### config.mk
export PLATFORM = sky130hd
export DESIGN_NAME = read_phy
export DESIGN_NICKNAME = d
export VERILOG_FILES = /design/src/rtl/read_phy.sv
export SDC_FILE = /design/constraint.sdc
export NUM_CORES = 1
export LEC_CHECK = 0
export ABC_AREA = 1
export CAP_MARGIN = 15
export CELL_PAD_IN_SITES_DETAIL_PLACEMENT = 1
export CELL_PAD_IN_SITES_GLOBAL_PLACEMENT = 1
export CORE_MARGIN = 1.5
export CORE_UTILIZATION = 41
export CTS_CLUSTER_SIZE = 12
export DETAILED_ROUTE_END_ITERATION = 16
export GPL_TIMING_DRIVEN = 1
export PLACE_DENSITY = 0.84
export SLEW_MARGIN = 15
export SYNTH_ARGS = -nofsm -noshare
export SYNTH_HDL_FRONTEND = slang
export SYNTH_SLANG_ARGS = --single-unit
export TNS_END_PERCENT = 10
### constraint.sdc
create_clock -name i_mdc -period 2.5 [get_ports i_mdc]
set_clock_uncertainty 0.05 [all_clocks]
set_input_delay 0.375 -clock i_mdc [delete_from_list [all_inputs] [get_ports i_mdc]]
set_output_delay 0.375 -clock i_mdc [all_outputs]
set_load 0.05 [all_outputs]
### src/rtl/read_phy.sv
// MDIO clause-22 read master: shifts out preamble/ST/OP/addresses, releases the
// pad for turnaround, then samples 16 data bits from the PHY on i_mdc.
module read_phy #(
  parameter int PRE_LEN = 32
) (
  input  logic        i_mdc,
  input  logic        i_rst_n,
  input  logic        i_read_en,
  input  logic [4:0]  i_phy_ad,
  input  logic [4:0]  i_phyreg_ad,
  input  logic        i_phydata_in,
  output logic        o_phydata_out,
  output logic        o_phydata_oe,
  output logic        o_mdc_en,
  output logic [15:0] o_read_data,
  output logic        o_read_phy_Dn,
  output logic        o_ta_err
);

  typedef enum logic [3:0] {IDLE, PRE, ST, OP, PHYAD, REGAD, TA, DATA, DONE} state_t;

  localparam logic [4:0] PRE_LAST = 5'(PRE_LEN - 1);

  state_t      state, state_n;
  logic [4:0]  cnt, cnt_n;
  logic [4:0]  phy_q, phy_n, reg_q, reg_n;
  logic [15:0] sr, sr_n, rd_n;
  logic        out_n, oe_n, mdc_n, dn_n, ta_n;

  always_ff @(posedge i_mdc or negedge i_rst_n) begin
    if (!i_rst_n) begin
      state         <= IDLE;
      cnt           <= '0;
      phy_q         <= '0;
      reg_q         <= '0;
      sr            <= '0;
      o_phydata_out <= 1'b0;
      o_phydata_oe  <= 1'b0;
      o_mdc_en      <= 1'b0;
      o_read_data   <= '0;
      o_read_phy_Dn <= 1'b0;
      o_ta_err      <= 1'b0;
    end else begin
      state         <= state_n;
      cnt           <= cnt_n;
      phy_q         <= phy_n;
      reg_q         <= reg_n;
      sr            <= sr_n;
      o_phydata_out <= out_n;
      o_phydata_oe  <= oe_n;
      o_mdc_en      <= mdc_n;
      o_read_data   <= rd_n;
      o_read_phy_Dn <= dn_n;
      o_ta_err      <= ta_n;
    end
  end

  // state/cnt name the bit that the coming edge puts on the outputs; in DATA the
  // same edge samples the bit presented one period earlier, hence cnt runs 0..16.
  always_comb begin
    state_n = state;
    cnt_n   = cnt;
    phy_n   = phy_q;
    reg_n   = reg_q;
    sr_n    = sr;
    out_n   = 1'b0;
    oe_n    = 1'b0;
    mdc_n   = o_mdc_en;
    rd_n    = o_read_data;
    dn_n    = o_read_phy_Dn;
    ta_n    = o_ta_err;
    if (state != IDLE && !i_read_en) begin
      state_n = IDLE;
      cnt_n   = '0;
      mdc_n   = 1'b0;
      dn_n    = 1'b0;
    end else begin
      case (state)
        IDLE: if (i_read_en) begin
          state_n = PRE;
          cnt_n   = '0;
          mdc_n   = 1'b1;
          ta_n    = 1'b0;
          phy_n   = i_phy_ad;
          reg_n   = i_phyreg_ad;
        end
        PRE: begin
          oe_n  = 1'b1;
          out_n = 1'b1;
          if (cnt == PRE_LAST) begin state_n = ST; cnt_n = '0; end
          else cnt_n = cnt + 5'd1;
        end
        ST: begin
          oe_n  = 1'b1;
          out_n = cnt[0];
          if (cnt[0]) begin state_n = OP; cnt_n = '0; end
          else cnt_n = cnt + 5'd1;
        end
        OP: begin
          oe_n  = 1'b1;
          out_n = ~cnt[0];
          if (cnt[0]) begin state_n = PHYAD; cnt_n = '0; end
          else cnt_n = cnt + 5'd1;
        end
        PHYAD: begin
          oe_n  = 1'b1;
          out_n = phy_q[3'd4 - cnt[2:0]];
          if (cnt == 5'd4) begin state_n = REGAD; cnt_n = '0; end
          else cnt_n = cnt + 5'd1;
        end
        REGAD: begin
          oe_n  = 1'b1;
          out_n = reg_q[3'd4 - cnt[2:0]];
          if (cnt == 5'd4) begin state_n = TA; cnt_n = '0; end
          else cnt_n = cnt + 5'd1;
        end
        TA: begin
          if (cnt[0]) begin state_n = DATA; cnt_n = '0; end
          else cnt_n = cnt + 5'd1;
        end
        DATA: begin
          if (cnt == 5'd0) ta_n = i_phydata_in;
          else sr_n = {sr[14:0], i_phydata_in};
          if (cnt == 5'd16) begin
            rd_n    = {sr[14:0], i_phydata_in};
            dn_n    = 1'b1;
            mdc_n   = 1'b0;
            state_n = DONE;
            cnt_n   = '0;
          end else cnt_n = cnt + 5'd1;
        end
        DONE: ;
        default: begin
          state_n = IDLE;
          cnt_n   = '0;
          mdc_n   = 1'b0;
          dn_n    = 1'b0;
        end
      endcase
    end
  end

endmodule

[Word-level counts from Yosys, hierarchy flattened]
Cells that the tools add are included.
Operators by class
  $add $sub $neg: 2
  bitwise operators: 3
  multiplexer cells: 35
  equal/unequal tests: 24
  $lt $le $gt $ge: 1
  reduce and logical (&&, ||, !) cells: 19
Operator list (count)
  $mux W4: 9
  $pmux W4 S9: 1
  $mux W5: 6
  $pmux W5 S6: 1
  $ne A3 B3 Y1 const B: 8
  $eq A4 B3 Y1 const B: 4
  $mux W1: 12
  $reduce_and A3 Y1: 4
  $eq A5 B5 Y1 const B: 2
  $reduce_and A9 Y1: 1
  $eq A4 B2 Y1 const B: 2
  $reduce_or A8 Y1: 1
  $reduce_or A7 Y1: 1
  $bmux W1 S3: 2
  $ne A2 B2 Y1 const B: 3
  $add A5 B1 Y5 const B: 1
  $eq A5 B3 Y1 const B: 1
  $logic_not A5 Y1: 1
  $pmux W1 S5: 1
  $reduce_or A5 Y1: 1
  $eq A4 B1 Y1 const B: 1
  $eq A4 B4 Y1 const B: 1
  $logic_not A4 Y1: 1
  $lt A3 B4 Y1 const B: 1
  other kinds (13): 18
Word-level totals
  register bits after elaboration: 55
  logic and storage cells: 95
  input bits: 14
  output and inout port bits: 21

[Depth between registers and ports, before layout]
Gate-level depths: netlist (run 1).
  depth after elaboration: 5
  mapped depth: 12
  mapped depth without buffers: 11

[Least setup slack after synthesis (run 1)]
No wires, ideal clock.
  kind: reg-to-reg
  start point: register cnt[0]
  end point: register state[0]
  stages on the path, launching flop included: 13
  library setup time: 0.118 ns
  arrival time: 1.759 ns
  required time: 2.332 ns
  buffers on the path: 1
  slack: 0.574 ns
  cell sequence: dfrtp_1 > inv_1 > buf_2 > ha_1 > inv_1 > nor2_1 > nand2_1 > nand2_1 > nand2_1 > nor2_2 > nand2_1 > nand3_1 > nand2_1
Between the ends
  longest elaborated chain between the ends: 3
  elaborated cells between the ends (all ways): 11
  classes of those cells: eq/ne: 10; reduce/logical: 1
Ends and longest elaborated chain
  start, declared: line 25  | logic [4:0] cnt, cnt_n;
  start signal, assigned: line 45  | cnt <= cnt_n;
  $eq A5 B3 Y1, or another cell as far along: line 108, 114
  $ne A3 B3 Y1 (no line)
  $reduce_and A9 Y1 (no line) *
  end signal, assigned: line 44  | state <= state_n;
  end, declared: line 24  | state_t state, state_n;
Mark *: on every way between the ends. The rest lies on a longest branch, timed or not.
A chain may end at the register's enable or synchronous reset.

[Worst setup path in the final report (run 1)]
Same ends and word-level chain as after synthesis.

==> results of run 1 <==
[kinds of logic (layout without fill, tap and decap cells)]
| family | count (synthesis) | after routing | synth area share |
|---|---|---|---|
| AND/OR/NAND/NOR | 182 | 182 | 0.281 |
| flip-flops | 55 | 55 | 0.504 |
| buffers and inverters | 52 | 89 | 0.0857 |
| AO/OA/AOI/OAI | 47 | 47 | 0.110 |
| adder cells (fa/ha/maj) | 4 | 4 | 0.0183 |
[metal layers]
layer  up-vias  global-route usage  routed length [um]
met2        34               0.310                2910
met3         7              0.0383                 172
met1      1068               0.242                2850
li1       1138                   -                   -
met4         0              0.0616                  93
met5         -                   0                   0
[final cells by class]
type | count | area (um^2) | share of cell area
flip-flops and latches | 55 | 1380 | 0.427
well taps | 77 | 96.3 | 0.0299
clock inverters | 3 | 22.5 | 0.00699
clock buffers | 5 | 68.8 | 0.0214
repair buffers | 41 | 388 | 0.120
inverters | 40 | 150 | 0.0466
multi-input cells | 233 | 1120 | 0.348
[synth_stat cells]
library cell  number
nand2_2            2
nand4_4            1
nand2_1          126
inv_1             40
a21oi_1            7
buf_2              7
nand3_1           24
buf_4              2
a22oi_1            1
o21ai_2           17
o21ai_0            7
nand4_1            5
nor3_4             1
ha_1               4
o21ai_1           15
and3_1             1
nor2_1            20
buf_6              3
nor2_2             2
dfrtp_1           55
[worst max-delay path, cell delays in order (launching register included)]
cell     delay (ns)
dfrtp_1        0.48
inv_1          0.12
ha_1           0.27
inv_1          0.06
nor2_1         0.20
nand2_1        0.09
nand2_1        0.11
nand2_1        0.10
nor2_2         0.13
buf_4          0.15
nand4_1        0.08
nand2_1        0.09
[how the worst max path moves through the flow]
stage	from	to	slack, ns	depth (start not counted)
6_report	cnt[0]	state[0]	0.50	11
5_1_grt	cnt[0]	state[0]	0.25	11
4_1_cts	cnt[0]	state[1]	0.48	11
3_5_place_dp	i_read_en	o_read_data[13]	0.40	7
3_3_place_gp	i_read_en	o_read_data[10]	0.49	7
2_1_floorplan	cnt[0]	state[0]	0.57	12
[through the flow]
step            util  instances  instance area [um^2]  power, W
2_1_floorplan      -        340                  2730   0.00188
3_3_place_gp   0.490        446                  3130   0.00214
3_5_place_dp   0.490        446                  3130   0.00218
4_1_cts        0.505        454                  3220   0.00269
5_1_grt        0.505        454                  3220   0.00290
6_report       0.505        454                  3220   0.00266
[report_power, final]
group          leakage [nW]  internal [W]  switching, W
Combinational         0.779      0.000334      0.000698
Clock                0.0485      0.000201      0.000303
Sequential            0.745       0.00102      0.000110
Total                  1.57       0.00155       0.00111
[sequential cells by signal, indices dropped and copies added, names as in the netlist]
name and cells:
state 4, o_phydata_out 1, o_read_data 16, o_mdc_en 1
o_phydata_oe 1, o_read_phy_Dn 1, cnt 5, phy_q 5
reg_q 5, o_ta_err 1, sr 15
==> summary.md, run 1 <==
| Metric | Value |
|---|---|
| Status | completed |
| Layout cells sized above 1 | 0.103 |
| Synthesized area per cell | 8.03 um^2 |
| Mapped cell area | 0.00273 mm^2 |
| Top cell type's share of synthesized area | 0.504 |
| Vias per cell | 4.95 |
| Leakage Power | 1.57 nW |
| Fmax | 500 MHz |
| Final Setup Violations | 0 |
| Die Span Y | 84.6 um |
| Unique masters post-synth | 20 |
| # fillers | 806 |
| CTS buffer count | 5 |
| Top cells by area, synth | dfrtp_1, nand2_1, inv_1, o21ai_2, nand3_1 |
| Reg clk slew, reported paths | 0.10 ns |
| Routed Antenna Nets | 0 |
| Seq/Total Area, Yosys | 0.504 |
| CTS tree | done |
| Pwr Density | 827 mW/mm^2 |
| Worst Tran Pin Value | 0.865 ns |
| Total track usage | 0.186 |
| CP Capture Type | register |
| Min-Delay Path Class | in -> async |
| Port-buffer cells | 34 |
| FF-to-FF End | state[0] |
| Pre-CTS WS | 0.404 ns |
| Max Cap Viol | 0 |
| Final WS setup | 0.498 ns |
| Antenna Cells | 0 |
| Worst EP required | 2.70 ns |
| Crit path launch type | register |
| Initial antenna violation count | 0 |
| Hold_ws | 0.114 ns |
| Worst-skew pair later-pin latency | 0.31 ns |
| Post-CTS setup buffers | 0 |
| Area growth from synthesis to layout | 18.0% |
| Post-layout min period | 2.00 ns |
| Chip Width | 84.6 um |
| WL per Instance | 13.3 um |
| Setup TNS | 0 ns |
| Worst-path fanout max | 8 |
| Root Buffer | clkbuf_8 |
| Cell taking the most area after synthesis | dfrtp_1 |
| Reg2reg setup slack | 0.50 ns |
| Number of global-route vias before repair | 2336 |
| Core ar. | 0.00639 mm^2 |
| DRC violations left | 0 |
| RSZ-0062 raised after global routing | no |
| Post-CTS Resized | 0 |
| Length of the first detailed-routing pass in iterations | 4 |
| Final hold violations | 0 |
| Starting density of the core | 0.428 |
| CTS max path bufs | 2 |
| First-pass GRT wire length | 10800 um |
| Reg2Reg Depth | 11 |
| Number of synthesized register bits | 55 |
| Synth Net Count | 358 |
| Most frequent cells in the layout | nand2_1, dfrtp_1, inv_1 |
| Largest net degree at the start of global routing | 40 |
| Maximum vdd ir drop | 541 uV |
| Most common cell after layout, fill and taps aside | nand2_1 |
| Post-DP HPWL | 4450 um |
| Rel. slew slack | 0.423 |
| WL final | 6020 um |
| CTS sink cnt | 55 |
| R2r startpoint | cnt[0] |
| Nets@finish | 394 |
| Max Transition Viols Final | 0 |
| WS Path Type | reg -> reg |
| Routed via count | 2247 |
| Initial DRC Count | 137 |
| Global route overflow | 0 |
| CP Data Arrival Time | 2.20 ns |
| Syn. warnings | 0 |
| Post-synthesis instance total | 340 |
| # rows | 29 |
| Hold buffer count at cts | 0 |
| H-tree depth | 2 |
| Die area | 0.00716 mm^2 |
| Final worst path period share | 0.801 |
| Gp weighted congestion | 0.878 |
| Top Ports | 35 |
Note: power is estimated with default switching activity, not from simulation.
==> inputs of run 2 (changes only) <==
- CORE_UTILIZATION: 41 -> 37
- PLACE_DENSITY: 0.84 -> 0.8
- clock period: 2.5 -> 1.7 ns (I/O delays scaled with it)
==> run 2 against run 1 <==
Clock-buffer cell count stayed put. Sequential cell count stayed put. Via count is 6.1% higher. Critical path depth stayed put. Utilization is 1.8 points lower. Global-route usage hardly changed. Highest routed layer unchanged. Combinational power is 83% higher. Worst hold slack better by 0.28 ns.
==> summary.md, run 2 (synthesized netlist as in run 1, its figures left out) <==
| Metric | Value |
|---|---|
| Status | completed |
| Setup TNS | 0 ns |
| # rows | 31 |
| Max Transition Viols Final | 0 |
| RSZ-0062 raised after global routing | yes |
| H-tree depth | 2 |
| Register Area | 0.00138 mm^2 |
| Worst-path fanout max | 4 |
| Starting density of the core | 0.378 |
| Number of global-route vias before repair | 2428 |
| WL per Instance | 13.5 um |
| CTS buffer count | 5 |
| Regs by FF count | o_read_data (16), sr (15) |
| Vias per cell | 4.82 |
| Max Cap Viol | 0 |
| Rel. slew slack | 0.754 |
| Post-layout min period | 1.66 ns |
| CTS max path bufs | 2 |
| Fin area | 0.00351 mm^2 |
| Placed Area | 0.00328 mm^2 |
| Global route overflow | 0 |
| Worst-skew pair later-pin latency | 0.33 ns |
| Dpl cells | 483 |
| WS Path Type | reg -> reg |
| Area growth from synthesis to layout | 28.5% |
| Core ar. | 0.00721 mm^2 |
| Crit path launch type | register |
| Initial antenna violation count | 0 |
| Pwr Density | 1230 mW/mm^2 |
| First-pass GRT wire length | 11300 um |
| Antenna Cells | 0 |
| Port-buffer cells | 34 |
| CP Capture Type | register |
| Min-Delay Path Class | in -> async |
| Routed Antenna Nets | 0 |
| Final hold violations | 0 |
| Layout cells sized above 1 | 0.263 |
| Worst EP required | 1.92 ns |
| Worst Tran Pin Value | 0.369 ns |
| Fmax | 602 MHz |
| Post-Layout Cell Count | 495 |
| Total track usage | 0.186 |
| Largest net degree at the start of global routing | 56 |
| Post-DP HPWL | 4810 um |
| CTS sink cnt | 55 |
| Most frequent cells in the layout | nand2_1, dfrtp_1, buf_4 |
| Post-layout util | 0.486 |
| WL final | 6710 um |
| Top Ports | 35 |
| Routed via count | 2384 |
| Die area | 0.00790 mm^2 |
| Gp weighted congestion | 0.878 |
| Multi-input gate area | 0.00123 mm^2 |
| Chip Width | 88.9 um |
| Largest register FFs | 16 |
| CTS tree | done |
| Initial DRC Count | 127 |
| Reg clk slew, reported paths | 0.11 ns |
| # fillers | 892 |
| Final WS setup | 0.0402 ns |
| Leakage Power | 1.74 nW |
| Most common cell after layout, fill and taps aside | nand2_1 |
| Root Buffer | clkbuf_8 |
| Biggest register | o_read_data |
| DRC violations left | 0 |
| Length of the first detailed-routing pass in iterations | 4 |
| Nets@finish | 413 |
| Final Setup Violations | 0 |
| Die Span Y | 88.9 um |
| CP Data Arrival Time | 1.88 ns |
| Final worst path period share | 0.976 |
| Pre-CTS WS | -0.0909 ns |
| Maximum vdd ir drop | 630 uV |
[run 2: cell types whose count changed in the layout (fill, tap and decap cells not counted), moves of 4 or more]
cell / change
inv_2: +4
nand2_2: +5
buf_4: +35
inv_1: -4
clkdlybuf4s50_1: -21
nand3_2: +5
nand3_1: -5
nand2_1: -7
nor2_1: -4
[run 2: metal layers]
| layer | vias up | global-route usage | share of wire | wire, um |
|---|---|---|---|---|
| met4 | 0 | 0.0639 | 0.016 | 110 |
| met2 | 33 | 0.313 | 0.50 | 3380 |
| met1 | 1168 | 0.243 | 0.45 | 3020 |
| li1 | 1175 | - | - | - |
| met5 | - | 0 | 0 | 0 |
| met3 | 8 | 0.0314 | 0.030 | 200 |
[run 2: path summary, 6_finish.rpt]
kind / to / depth (start not counted) / startpoint / slack [ns]
min in group i_mdc: reg_q[1] / 3 / i_phyreg_ad[1] / 0.40
max reg2reg: state[1] / 11 / cnt[0] / 0.04
min reg2reg: o_read_phy_Dn / 2 / o_read_phy_Dn / 0.43
max: state[1] / 11 / cnt[0] / 0.04
max in group asynchronous: o_read_data[9] / 3 / i_rst_n / 0.95
min: phy_q[0] / 3 / i_rst_n / 0.40
[run 2: worst max-delay path, stage by stage, from the launching register on]
cell and delay [ns]:
dfrtp_2 0.47, inv_2 0.10, ha_4 0.17, inv_2 0.05, nor2_4 0.10, nand2_2 0.06
nand2_2 0.09, nand2_2 0.08, nor2_4 0.15, buf_6 0.12, nand4_1 0.08, nand2_1 0.08
[run 2: final cells by class]
type                       instances  share of cell area
clock buffer                       5              0.0196
clock inverter                     3             0.00785
inverter                          40              0.0428
multi-input combinational        233               0.352
sequential                        55               0.394
tap                               99              0.0353
timing repair buffer              60               0.149
[run 2: timing repair]
action / 4_1_cts / 5_1_grt
pin swaps: 6 / 9
endpoints found under the setup margin: 4 / 16
buffers inserted: 1 / 2
gates resized for setup: 14 / 14
hold buffers: 1 / 0
hold endpoints to repair: 55 / 0
[run 2: metrics by stage]
step / power (W) / hold WS (ns)
floorplan: 0.00282 / -0.0906
global placement: 0.00336 / 0.221
detailed placement: 0.00343 / 0.230
CTS: 0.00431 / 0.396
global route: 0.00464 / 0.420
finish: 0.00433 / 0.396
[run 2: power by group]
part	switching (W)	total (W)	internal, W
sequential	0.000155	0.00166	0.00150
clock	0.000491	0.000795	0.000304
combinational	0.00118	0.00188	0.000693
==> inputs of run 3 (changes only) <==
- CTS_CLUSTER_DIAMETER: default -> 100
==> results of run 3 <==
Same layout as run 2: the final DEF is identical, and so are final timing and power.
